<file path="config.mk">
export PLATFORM = sky130hd
export DESIGN_NAME = pong_game_ctrl_flat
export DESIGN_NICKNAME = d
export VERILOG_FILES = /design/src/rtl/pong_pkg.sv /design/src/rtl/pong_game_ctrl_if.sv /design/src/rtl/pong_hit_detect.sv /design/src/rtl/pong_game_ctrl.sv /design/src/flat_wrapper.sv
export SDC_FILE = /design/constraint.sdc
export NUM_CORES = 1
export LEC_CHECK = 0
export BUFFER_PORTS_ARGS = -buffer_cell sky130_fd_sc_hd__clkbuf_2
export CORE_AREA = 2 2 84 86
export CTS_BUF_LIST = sky130_fd_sc_hd__clkbuf_4
export CTS_CLUSTER_DIAMETER = 200
export CTS_CLUSTER_SIZE = 14
export DETAILED_ROUTE_END_ITERATION = 16
export DIE_AREA = 0 0 86 88
export GPL_ROUTABILITY_DRIVEN = 0
export MAX_ROUTING_LAYER = met4
export PLACE_DENSITY = 0.78
export SYNTH_ARGS = -nofsm -noshare
export SYNTH_HDL_FRONTEND = slang
export SYNTH_SLANG_ARGS = --single-unit
</file>
<file path="constraint.sdc">
create_clock -name clk -period 3.1 [get_ports clk]
set_clock_uncertainty 0.2 [all_clocks]
set_input_delay 0.62 -clock clk [delete_from_list [all_inputs] [get_ports clk]]
set_output_delay 0.62 -clock clk [all_outputs]
set_load 0.01 [all_outputs]
</file>
<file path="src/rtl/pong_pkg.sv">
// Shared Pong constants: FSM/winner encodings and screen/paddle geometry.
// Used by the game controller, the renderer and the paddle controller.
package pong_pkg;

  localparam logic [1:0] ST_IDLE  = 2'd0;
  localparam logic [1:0] ST_PLAY  = 2'd1;
  localparam logic [1:0] ST_POINT = 2'd2;
  localparam logic [1:0] ST_OVER  = 2'd3;

  localparam logic [1:0] WIN_NONE = 2'b00;
  localparam logic [1:0] WIN_P1   = 2'b01;
  localparam logic [1:0] WIN_P2   = 2'b10;

  localparam int unsigned SCREEN_H     = 480;
  localparam int unsigned BALL_SIZE    = 20;
  localparam int unsigned P1_X         = 30;
  localparam int unsigned P2_X         = 600;
  localparam int unsigned PADDLE_W     = 10;
  localparam int unsigned PADDLE_H     = 100;
  localparam int unsigned GOAL_L       = 25;
  localparam int unsigned GOAL_R       = 610;
  localparam int unsigned WIN_SCORE    = 9;
  localparam int unsigned SERVE_FRAMES = 60;
  localparam int unsigned HIT_HOLDOFF  = 8;

  // All geometry compares run at 11 bits so x+BALL_SIZE never wraps.
  function automatic logic [10:0] c11(input int unsigned v);
    return v[10:0];
  endfunction

  function automatic logic [10:0] ext11(input logic [9:0] v);
    return {1'b0, v};
  endfunction

endpackage

</file>
<file path="src/rtl/pong_game_ctrl_if.sv">
// Frame-rate bundle between the game controller and the VGA/ball stage.
// master = ball/render side, slave = game controller.
interface pong_game_ctrl_if;

  logic       frame_tick;
  logic       start;
  logic [9:0] ball_x;
  logic [8:0] ball_y;
  logic [8:0] p1_y;
  logic [8:0] p2_y;
  logic       h_col;
  logic       v_col;
  logic       ball_enable;
  logic       ball_restart;
  logic       serve_dir;
  logic [3:0] p1_score;
  logic [3:0] p2_score;
  logic [1:0] winner;
  logic [1:0] state;

  modport master (
    output frame_tick, start, ball_x, ball_y, p1_y, p2_y,
    input  h_col, v_col, ball_enable, ball_restart, serve_dir,
    input  p1_score, p2_score, winner, state
  );

  modport slave (
    input  frame_tick, start, ball_x, ball_y, p1_y, p2_y,
    output h_col, v_col, ball_enable, ball_restart, serve_dir,
    output p1_score, p2_score, winner, state
  );

endinterface

</file>
<file path="src/rtl/pong_hit_detect.sv">
// Box-overlap test between the ball and one paddle.
// RIGHT selects the ball's right edge for the x test (right paddle).
import pong_pkg::*;

module pong_hit_detect #(
  parameter int unsigned PAD_X = P1_X,
  parameter bit          RIGHT = 1'b0
) (
  input  logic [9:0] i_ball_x,
  input  logic [8:0] i_ball_y,
  input  logic [8:0] i_pad_y,
  output logic       o_hit
);

  logic [10:0] w_bx;
  logic [10:0] w_by;
  logic [10:0] w_py;
  logic        w_x_ok;
  logic        w_y_ok;

  assign w_bx = RIGHT ? ext11(i_ball_x) + c11(BALL_SIZE)
                      : ext11(i_ball_x);
  assign w_by = {2'b00, i_ball_y};
  assign w_py = {2'b00, i_pad_y};

  assign w_x_ok = (w_bx >= c11(PAD_X)) &&
                  (w_bx <= c11(PAD_X + PADDLE_W));
  assign w_y_ok = (w_by + c11(BALL_SIZE) >= w_py) &&
                  (w_by <= w_py + c11(PADDLE_H));

  assign o_hit = w_x_ok && w_y_ok;

endmodule

</file>
<file path="src/rtl/pong_game_ctrl.sv">
// Frame-sampled Pong game FSM: paddle/wall collisions, goals, scores,
// serve hold-off and game-over handling.
import pong_pkg::*;

module pong_game_ctrl (
  input  logic             clk,
  input  logic             reset,
  pong_game_ctrl_if.slave  bus
);

  localparam logic [3:0] WIN4    = 4'(WIN_SCORE);
  localparam logic [3:0] HOLD4   = 4'(HIT_HOLDOFF);
  localparam logic [5:0] FR_LAST = 6'(SERVE_FRAMES - 1);

  logic [1:0] r_state;
  logic       r_h_col;
  logic       r_v_col;
  logic       r_restart;
  logic       r_serve_dir;
  logic [3:0] r_p1;
  logic [3:0] r_p2;
  logic [1:0] r_winner;
  logic [3:0] r_hold;
  logic [5:0] r_frames;

  logic       w_hit1;
  logic       w_hit2;
  logic       w_hit;
  logic       w_wall;
  logic       w_goal_l;
  logic       w_goal_r;
  logic [3:0] w_p1_nx;
  logic [3:0] w_p2_nx;

  pong_hit_detect #(.PAD_X(P1_X), .RIGHT(1'b0)) u_hit_p1 (
    .i_ball_x (bus.ball_x),
    .i_ball_y (bus.ball_y),
    .i_pad_y  (bus.p1_y),
    .o_hit    (w_hit1)
  );

  pong_hit_detect #(.PAD_X(P2_X), .RIGHT(1'b1)) u_hit_p2 (
    .i_ball_x (bus.ball_x),
    .i_ball_y (bus.ball_y),
    .i_pad_y  (bus.p2_y),
    .o_hit    (w_hit2)
  );

  assign w_hit    = (w_hit1 || w_hit2) && (r_hold == 4'd0);
  assign w_wall   = (bus.ball_y == 9'd0) ||
                    ({2'b00, bus.ball_y} >= c11(SCREEN_H - BALL_SIZE));
  assign w_goal_l = ext11(bus.ball_x) < c11(GOAL_L);
  assign w_goal_r = ext11(bus.ball_x) + c11(BALL_SIZE) > c11(GOAL_R);
  assign w_p1_nx  = r_p1 + 4'd1;
  assign w_p2_nx  = r_p2 + 4'd1;

  always_ff @(posedge clk or negedge reset) begin
    if (!reset) begin
      r_state     <= ST_IDLE;
      r_h_col     <= 1'b0;
      r_v_col     <= 1'b0;
      r_restart   <= 1'b0;
      r_serve_dir <= 1'b0;
      r_p1        <= 4'd0;
      r_p2        <= 4'd0;
      r_winner    <= WIN_NONE;
      r_hold      <= 4'd0;
      r_frames    <= 6'd0;
    end else begin
      r_h_col   <= 1'b0;
      r_v_col   <= 1'b0;
      r_restart <= 1'b0;
      if (bus.frame_tick && r_hold != 4'd0)
        r_hold <= r_hold - 4'd1;
      unique case (r_state)
        ST_IDLE: begin
          if (bus.start) begin
            r_state   <= ST_PLAY;
            r_restart <= 1'b1;
          end
        end
        ST_PLAY: begin
          if (bus.frame_tick) begin
            // one action per frame, highest priority first
            if (w_hit) begin
              r_h_col <= 1'b1;
              r_hold  <= HOLD4;
            end else if (w_wall) begin
              r_v_col <= 1'b1;
            end else if (w_goal_l) begin
              r_p2        <= w_p2_nx;
              r_serve_dir <= 1'b0;
              if (w_p2_nx == WIN4) begin
                r_state  <= ST_OVER;
                r_winner <= WIN_P2;
              end else begin
                r_state   <= ST_POINT;
                r_restart <= 1'b1;
                r_frames  <= 6'd0;
              end
            end else if (w_goal_r) begin
              r_p1        <= w_p1_nx;
              r_serve_dir <= 1'b1;
              if (w_p1_nx == WIN4) begin
                r_state  <= ST_OVER;
                r_winner <= WIN_P1;
              end else begin
                r_state   <= ST_POINT;
                r_restart <= 1'b1;
                r_frames  <= 6'd0;
              end
            end
          end
        end
        ST_POINT: begin
          if (bus.frame_tick) begin
            if (r_frames == FR_LAST) begin
              r_state  <= ST_PLAY;
              r_frames <= 6'd0;
            end else begin
              r_frames <= r_frames + 6'd1;
            end
          end
        end
        ST_OVER: begin
          if (bus.start) begin
            r_p1      <= 4'd0;
            r_p2      <= 4'd0;
            r_winner  <= WIN_NONE;
            r_restart <= 1'b1;
            r_state   <= ST_PLAY;
          end
        end
        default: r_state <= ST_IDLE;
      endcase
    end
  end

  assign bus.h_col        = r_h_col;
  assign bus.v_col        = r_v_col;
  assign bus.ball_restart = r_restart;
  assign bus.ball_enable  = (r_state == ST_PLAY);
  assign bus.serve_dir    = r_serve_dir;
  assign bus.p1_score     = r_p1;
  assign bus.p2_score     = r_p2;
  assign bus.winner       = r_winner;
  assign bus.state        = r_state;

endmodule

</file>
<file path="src/flat_wrapper.sv">
// flat-port wrapper written by rule: the top's interface ports become plain ports
module pong_game_ctrl_flat 
  (clk, reset, bus_frame_tick, bus_start, bus_ball_x, bus_ball_y, bus_p1_y, bus_p2_y, bus_h_col, bus_v_col, bus_ball_enable, bus_ball_restart, bus_serve_dir, bus_p1_score, bus_p2_score, bus_winner, bus_state);
  pong_game_ctrl_if bus_i ();
  input  logic clk;
  input  logic reset;
  input wire logic [$bits(bus_i.frame_tick)-1:0] bus_frame_tick;
  input wire logic [$bits(bus_i.start)-1:0] bus_start;
  input wire logic [$bits(bus_i.ball_x)-1:0] bus_ball_x;
  input wire logic [$bits(bus_i.ball_y)-1:0] bus_ball_y;
  input wire logic [$bits(bus_i.p1_y)-1:0] bus_p1_y;
  input wire logic [$bits(bus_i.p2_y)-1:0] bus_p2_y;
  output wire logic [$bits(bus_i.h_col)-1:0] bus_h_col;
  output wire logic [$bits(bus_i.v_col)-1:0] bus_v_col;
  output wire logic [$bits(bus_i.ball_enable)-1:0] bus_ball_enable;
  output wire logic [$bits(bus_i.ball_restart)-1:0] bus_ball_restart;
  output wire logic [$bits(bus_i.serve_dir)-1:0] bus_serve_dir;
  output wire logic [$bits(bus_i.p1_score)-1:0] bus_p1_score;
  output wire logic [$bits(bus_i.p2_score)-1:0] bus_p2_score;
  output wire logic [$bits(bus_i.winner)-1:0] bus_winner;
  output wire logic [$bits(bus_i.state)-1:0] bus_state;
  assign bus_i.frame_tick = bus_frame_tick;
  assign bus_i.start = bus_start;
  assign bus_i.ball_x = bus_ball_x;
  assign bus_i.ball_y = bus_ball_y;
  assign bus_i.p1_y = bus_p1_y;
  assign bus_i.p2_y = bus_p2_y;
  assign bus_h_col = bus_i.h_col;
  assign bus_v_col = bus_i.v_col;
  assign bus_ball_enable = bus_i.ball_enable;
  assign bus_ball_restart = bus_i.ball_restart;
  assign bus_serve_dir = bus_i.serve_dir;
  assign bus_p1_score = bus_i.p1_score;
  assign bus_p2_score = bus_i.p2_score;
  assign bus_winner = bus_i.winner;
  assign bus_state = bus_i.state;
  pong_game_ctrl u_core (.clk(clk), .reset(reset), .bus(bus_i));
endmodule
</file>
Word level (Yosys, flattened, before mapping)
Index checks and enable logic that the tools add are counted.
{"block": "totals", "word_cells": 140, "in_bits": 41, "ff_bits": 26}
{"block": "op_classes", "bitwise": 2, "n_mux": 64, "reduce_logical": 24, "order_cmp": 11, "n_eq_ne": 21, "add_sub_neg": 8}
{"op": "$mux 4", "n": 14}
{"op": "$mux 6", "n": 9}
{"op": "$mux 2", "n": 16}
{"op": "$add 9x7->10 const B", "n": 2}
{"op": "$le 9x10->1", "n": 2}
{"op": "$mux 1", "n": 19}
{"op": "$pmux 4 s2", "n": 2}
{"op": "$reduce_and 8->1", "n": 2}
{"op": "$reduce_and 7->1", "n": 2}
{"op": "$ne 2x2->1 const B", "n": 6}
{"op": "$pmux 6 s2", "n": 1}
{"op": "$add 10x5->11 const B", "n": 1}
{"op": "$ge 11x10->1 const B", "n": 1}
{"op": "$ge 11x9->1", "n": 1}
{"op": "$gt 11x10->1 const B", "n": 1}
{"op": "$le 11x10->1 const B", "n": 1}
{"op": "$add 9x5->10 const B", "n": 1}
{"op": "$ge 10x5->1 const B", "n": 1}
{"op": "$ge 10x9->1", "n": 1}
{"op": "$le 10x6->1 const B", "n": 1}
{"op": "$lt 10x5->1 const B", "n": 1}
{"op": "$ge 9x9->1 const B", "n": 1}
{"op": "$logic_not 9->1", "n": 1}
{"op": "$add 4x1->4 const B", "n": 2}
{"op": "23 further kinds", "n": 41}

Logic depth before layout (Yosys ltp)
{"block": "logic_depth", "ltp_word": 9, "depth_mapped": 14}

Modules after synthesis
A second synthesis with hierarchy kept.
{"block": "hier_totals", "hier_cells": 401, "area_unflattened_um2": 3233.1}
{"module": "pong_game_ctrl", "n_inst": 1, "seq_area_each_um2": 650.6, "area_per_inst_um2": 1873.0, "cells_each": 219}
{"module": "pong_hit_detect (u_core.u_hit_p2)", "n_inst": 1, "seq_area_each_um2": 0.0, "area_per_inst_um2": 733.2, "cells_each": 100}
{"module": "pong_hit_detect (u_core.u_hit_p1)", "n_inst": 1, "seq_area_each_um2": 0.0, "area_per_inst_um2": 626.9, "cells_each": 82}

Least setup slack after synthesis
No wires, ideal clock.
{"block": "synth_path", "path_kind": "input -> register", "from": "input bus_ball_y[2]", "to": "register u_core.r_p2[3], in the netlist u_core.bus.p2_score[3]", "required_ps": 2774, "path_slack_ps": -241, "stages": 12, "arrival_time_ps": 3015, "cell_sequence": "a21o_1 -> and2_4 -> nand2_1 -> xnor2_1 -> ha_1 -> a21o_1 -> a221o_1 -> o311ai_4 -> and3_2 -> buf_4 -> nor2_1 -> a221o_1"}
{"block": "synth_between", "elab_chain_len": 8, "elab_cells_between_ends": 17, "cone_classes": "add/sub: 1; order compare: 5; eq/ne: 2; reduce/logical: 9"}
{"element": "start, declared", "line": "flat_wrapper.sv:10", "rtl": "input wire logic [$bits(bus_i.ball_y)-1:0] bus_ball_y;"}
{"element": "$add 9x5->10", "line": "pong_hit_detect.sv:28", "rtl": "assign w_y_ok = (w_by + c11(BALL_SIZE) >= w_py) &&"}
{"element": "$ge 11x9->1 / $ge 10x9->1 (equally long branches)", "line": "pong_hit_detect.sv:28"}
{"element": "$logic_and 1x1->1", "line": "pong_hit_detect.sv:28"}
{"element": "$logic_and 1x1->1", "line": "pong_hit_detect.sv:31", "rtl": "assign o_hit = w_x_ok && w_y_ok;"}
{"element": "$logic_or 1x1->1", "line": "pong_game_ctrl.sv:49", "rtl": "assign w_hit = (w_hit1 || w_hit2) && (r_hold == 4'd0);"}
{"element": "$logic_and 1x1->1", "line": "pong_game_ctrl.sv:49"}
{"element": "$ne 2x2->1 (no line)"}
{"element": "$reduce_and 6->1 (no line) (*)"}
{"element": "end signal, assigned", "line": "pong_game_ctrl.sv:91", "rtl": "r_p2 <= w_p2_nx;"}
{"element": "end, declared", "line": "pong_game_ctrl.sv:21", "rtl": "logic [3:0] r_p2;"}
Mark *: on every way between the ends. The rest lies on a longest branch, timed or not.
A chain may end at the register's enable or synchronous reset.

Worst setup path after layout
{"block": "layout_path", "from": "input bus_ball_y[2]", "to": "register u_core.r_frames[2]"}
{"block": "layout_between", "elab_chain_len": 8, "elab_cells_between_ends": 17, "cone_classes": "add/sub: 1; order compare: 5; eq/ne: 2; reduce/logical: 9"}
{"element": "$add 9x5->10", "line": "pong_hit_detect.sv:28"}
{"element": "$ge 11x9->1 / $ge 10x9->1 (equally long branches)", "line": "pong_hit_detect.sv:28"}
{"element": "$logic_and 1x1->1", "line": "pong_hit_detect.sv:28"}
{"element": "$logic_and 1x1->1", "line": "pong_hit_detect.sv:31"}
{"element": "$logic_or 1x1->1", "line": "pong_game_ctrl.sv:49"}
{"element": "$logic_and 1x1->1", "line": "pong_game_ctrl.sv:49"}
{"element": "$ne 2x2->1 (no line)"}
{"element": "$reduce_and 8->1 (no line) (*)"}
{"element": "end signal, assigned", "line": "pong_game_ctrl.sv:121", "rtl": "r_frames <= r_frames + 6'd1;"}
{"element": "end, declared", "line": "pong_game_ctrl.sv:24", "rtl": "logic [5:0] r_frames;"}
Marks and branches as above.

==> flow_summary_export.csv <==
group,metric,value,unit
worst_setup_path,critical-path-max-stage-delay,0.35,ns
yosys,ys_ff_latch,26,
clock_tree,clockRootBuffer,"clkbuf_4",
final_layout,final_cell_area,4270,µm²
floorplan,rows,30,
floorplan,initial_utilization,0.485,
yosys,synth_area_leaders,"dfrtp_1, ha_1, inv_1",
yosys,syn_inst,388,
place,pre_cts_ws,-0.417,ns
power,max-vdd-ir-drop,0.277,mV
yosys,yosysMostFrequentCell,"ha_1",
yosys,synthArstFlopShare,1.00,
final_layout,nNetsFinal,596,
yosys,ys_seq_area_frac,0.202,
sta,drv_slew,0,
sta,finalHoldViolations,0,
worst_setup_path,crit_fanout,7,
yosys,synth_edf_count,0,
grt,grt_pass1_wl,14.3,mm
job,cap_violations,0,
worst_setup_path,r2r_slack,0.57,ns
detailed_routing,wire_per_inst,14.6,µm
worst_setup_path,crit_chain,"buf_8 -> ha_1 -> o2111ai_2 -> xnor2_2 -> ha_1 -> and3_1 -> nand4_1 -> nor3_2 -> o311ai_4 -> buf_6 -> nand4b_4 -> o31ai_2 -> o41ai_2",
clock_tree,clock-sinks,26,
power,finalPower,0.00192,W
worst_setup_path,cp_data_arrival_time,3.10,ns
grt,grt_antenna_before_repair,0,
clock_tree,cts_max_path_buffers,2,
yosys,yosysWarnings,0,
place,dpl-instance-area,4040,µm²
status,status,"completed",
yosys,avgSynthCellArea,8.30,µm²
power,p_leak,2.09,nW
floorplan,core,6640,µm²
worst_setup_path,cp-start-kind,"input port",
worst_setup_path,path_common_cell,"ha_1",
yosys,synth_cell_types,67,
yosys,syn_nets,477,
clock_tree,clk_latency,0.34,ns
place,io_buffers,57,
worst_setup_path,end_kind,"flop",
final_layout,antenna_cells,0,
clock_tree,cts_made_buffers,3,
final_layout,area_growth,32.4,%
yosys,syn_area,3220,µm²
grt,first_global_vias,3256,
detailed_routing,drt_pre_antenna_iters,5,
sta,relSlewSlack,0.561,
detailed_routing,drc,0,
sta,fmax,326,MHz
final_layout,drive_above_1_share,0.324,
grt,gr-total-overflow,0,
grt,groute.usage.overall,0.233,
detailed_routing,vias,3370,
floorplan,die_area,7570,µm²
floorplan,pin_count,58,
clock_tree,cts_max_level,1,
grt,grt_max_degree,27,
sta,min_period_over_period,0.991,
sta,rsz0062_at_grt,"true",
floorplan,die_h,88,µm
yosys,ys.flop_type,"dfrtp_1",
sta,whs,0.0761,ns
yosys,synth_top_area_frac,0.202,
sta,tightest_slew,0.658,ns
sta,final.setup.tns,0,ns
clock_tree,tritoncts,"built",
detailed_routing,drt_iter0_drc,236,
place,hpwlAfterDp,6.76,mm
hold_path,hold_class,"in -> async",
clock_tree,clk_pin_slew_worst_paths,0.16,ns
detailed_routing,wirelength,8.54,mm
sta,period_minus_slack,3.07,ns
detailed_routing,viasPerCell,5.75,
floorplan,die_w,86,µm
worst_setup_path,ff2ff_path_depth,10,
yosys,synth_commonest_cells,"ha_1, inv_1, nand2_1, dfrtp_1, nor2_1",
worst_setup_path,path_class,"in -> reg",
sta,setup_viol,0,
detailed_routing,ant_nets,0,
worst_setup_path,slowest_stage,"o31ai_2",
power,powerDensity,450,nW/µm²
worst_setup_path,cp.required,3.13,ns
sta,setup_slack,0.0284,ns
yosys,synth_top_area_cell,"dfrtp_1",
[cell families after synthesis]
kind of cell | after synthesis | share of synthesized area
and+or+nand+nor | 143 | 0.256
xor gates and xnor gates | 19 | 0.0517
AOI/OAI and AO/OA | 102 | 0.234
DFF | 26 | 0.202
buffers and inverters | 48 | 0.0633
muxes | 2 | 0.00622
adders and majority gates | 48 | 0.186
[sequential cells by signal, summed over array words and instances, names as in the netlist]
name and cells:
u_core.bus.state 2, u_core.r_frames 6, u_core.bus.serve_dir 1, u_core.r_hold 4
u_core.bus.h_col 1, u_core.bus.winner 2, u_core.bus.ball_restart 1, u_core.bus.p2_score 4
u_core.bus.v_col 1, u_core.bus.p1_score 4
[worst paths after layout]
kind	from	endpoint
worst max-delay path	bus_ball_y[2]	u_core.r_frames[2]
worst min-delay path	reset	u_core.r_frames[2]
worst max register to register	u_core.r_hold[0]	u_core.r_frames[4]
worst min register to register	u_core.r_frames[5]	u_core.r_frames[5]
max in group asynchronous	reset	u_core.bus.p2_score[0]
min in group clk	u_core.r_frames[5]	u_core.r_frames[5]
[per-stage QoR]
| stage | util | std cells |
|---|---|---|
| after floorplan | - | 388 |
| after global placement | 0.608 | 578 |
| after detailed placement | 0.608 | 578 |
| after CTS | 0.618 | 583 |
| after global routing | 0.642 | 586 |
| final | 0.642 | 586 |
[layout make-up]
cell class / instances / area [µm²]
multi-input cells: 314 / 2510
fillers: 521 / 2380
repair buffers: 122 / 801
flip-flops and latches: 26 / 651
inverters: 40 / 150
well taps: 80 / 100
clock inverters: 1 / 30.0
clock buffers: 3 / 22.5
[power by group]
group | internal [W] | switching (W)
registers | 0.000432 | 0.000107
clock network | 0.000131 | 0.000112
logic | 0.000529 | 0.000608
total | 0.00109 | 0.000827
[layer usage]
| metal | track usage | up-vias | wire length [µm] |
|---|---|---|---|
| met3 | 0.0226 | 14 | 316 |
| met5 | - | - | 0 |
| li1 | - | 1670 | - |
| met4 | 0.0592 | 0 | 117 |
| met1 | 0.281 | 1591 | 3580 |
| met2 | 0.415 | 95 | 4520 |
[what timing repair did]
item                                   in CTS  in global routing
buffers inserted                            1                  3
gates resized for setup                     2                 33
pin swaps                                   2                  7
hold buffers                                0                  0
setup endpoints to repair                   6                 25
endpoints found under the hold margin       0                  0
cloned                                      0                  0
[cell usage in the layout, fill, tap and decap left out, types with 4 or more instances in the layout]
master / count
xnor2_1: 14
and2_1: 5
nor2_1: 22
nand3b_1: 6
clkbuf_2: 55
o21ai_0: 14
dfrtp_1: 26
nor2b_1: 4
o31ai_1: 5
nor3_2: 5
o211ai_1: 6
nor3_1: 4
o21ai_1: 4
nand3_1: 19
nand2b_1: 7
a31oi_1: 4
buf_4: 63
nand2_1: 30
inv_1: 40
o21a_1: 5
ha_1: 48
a21oi_1: 18
nand4_1: 7
and3_1: 5
a21o_1: 6
[critical path: cells and delay by family]
kind | cells | cell delay, ns
buf+inv | 2 | 0.26
fa+ha+maj | 2 | 0.51
simple gates | 4 | 0.51
xor+xnor | 1 | 0.16
compound gates | 4 | 1.05
No activity file was read; power rests on OpenSTA's default activity.
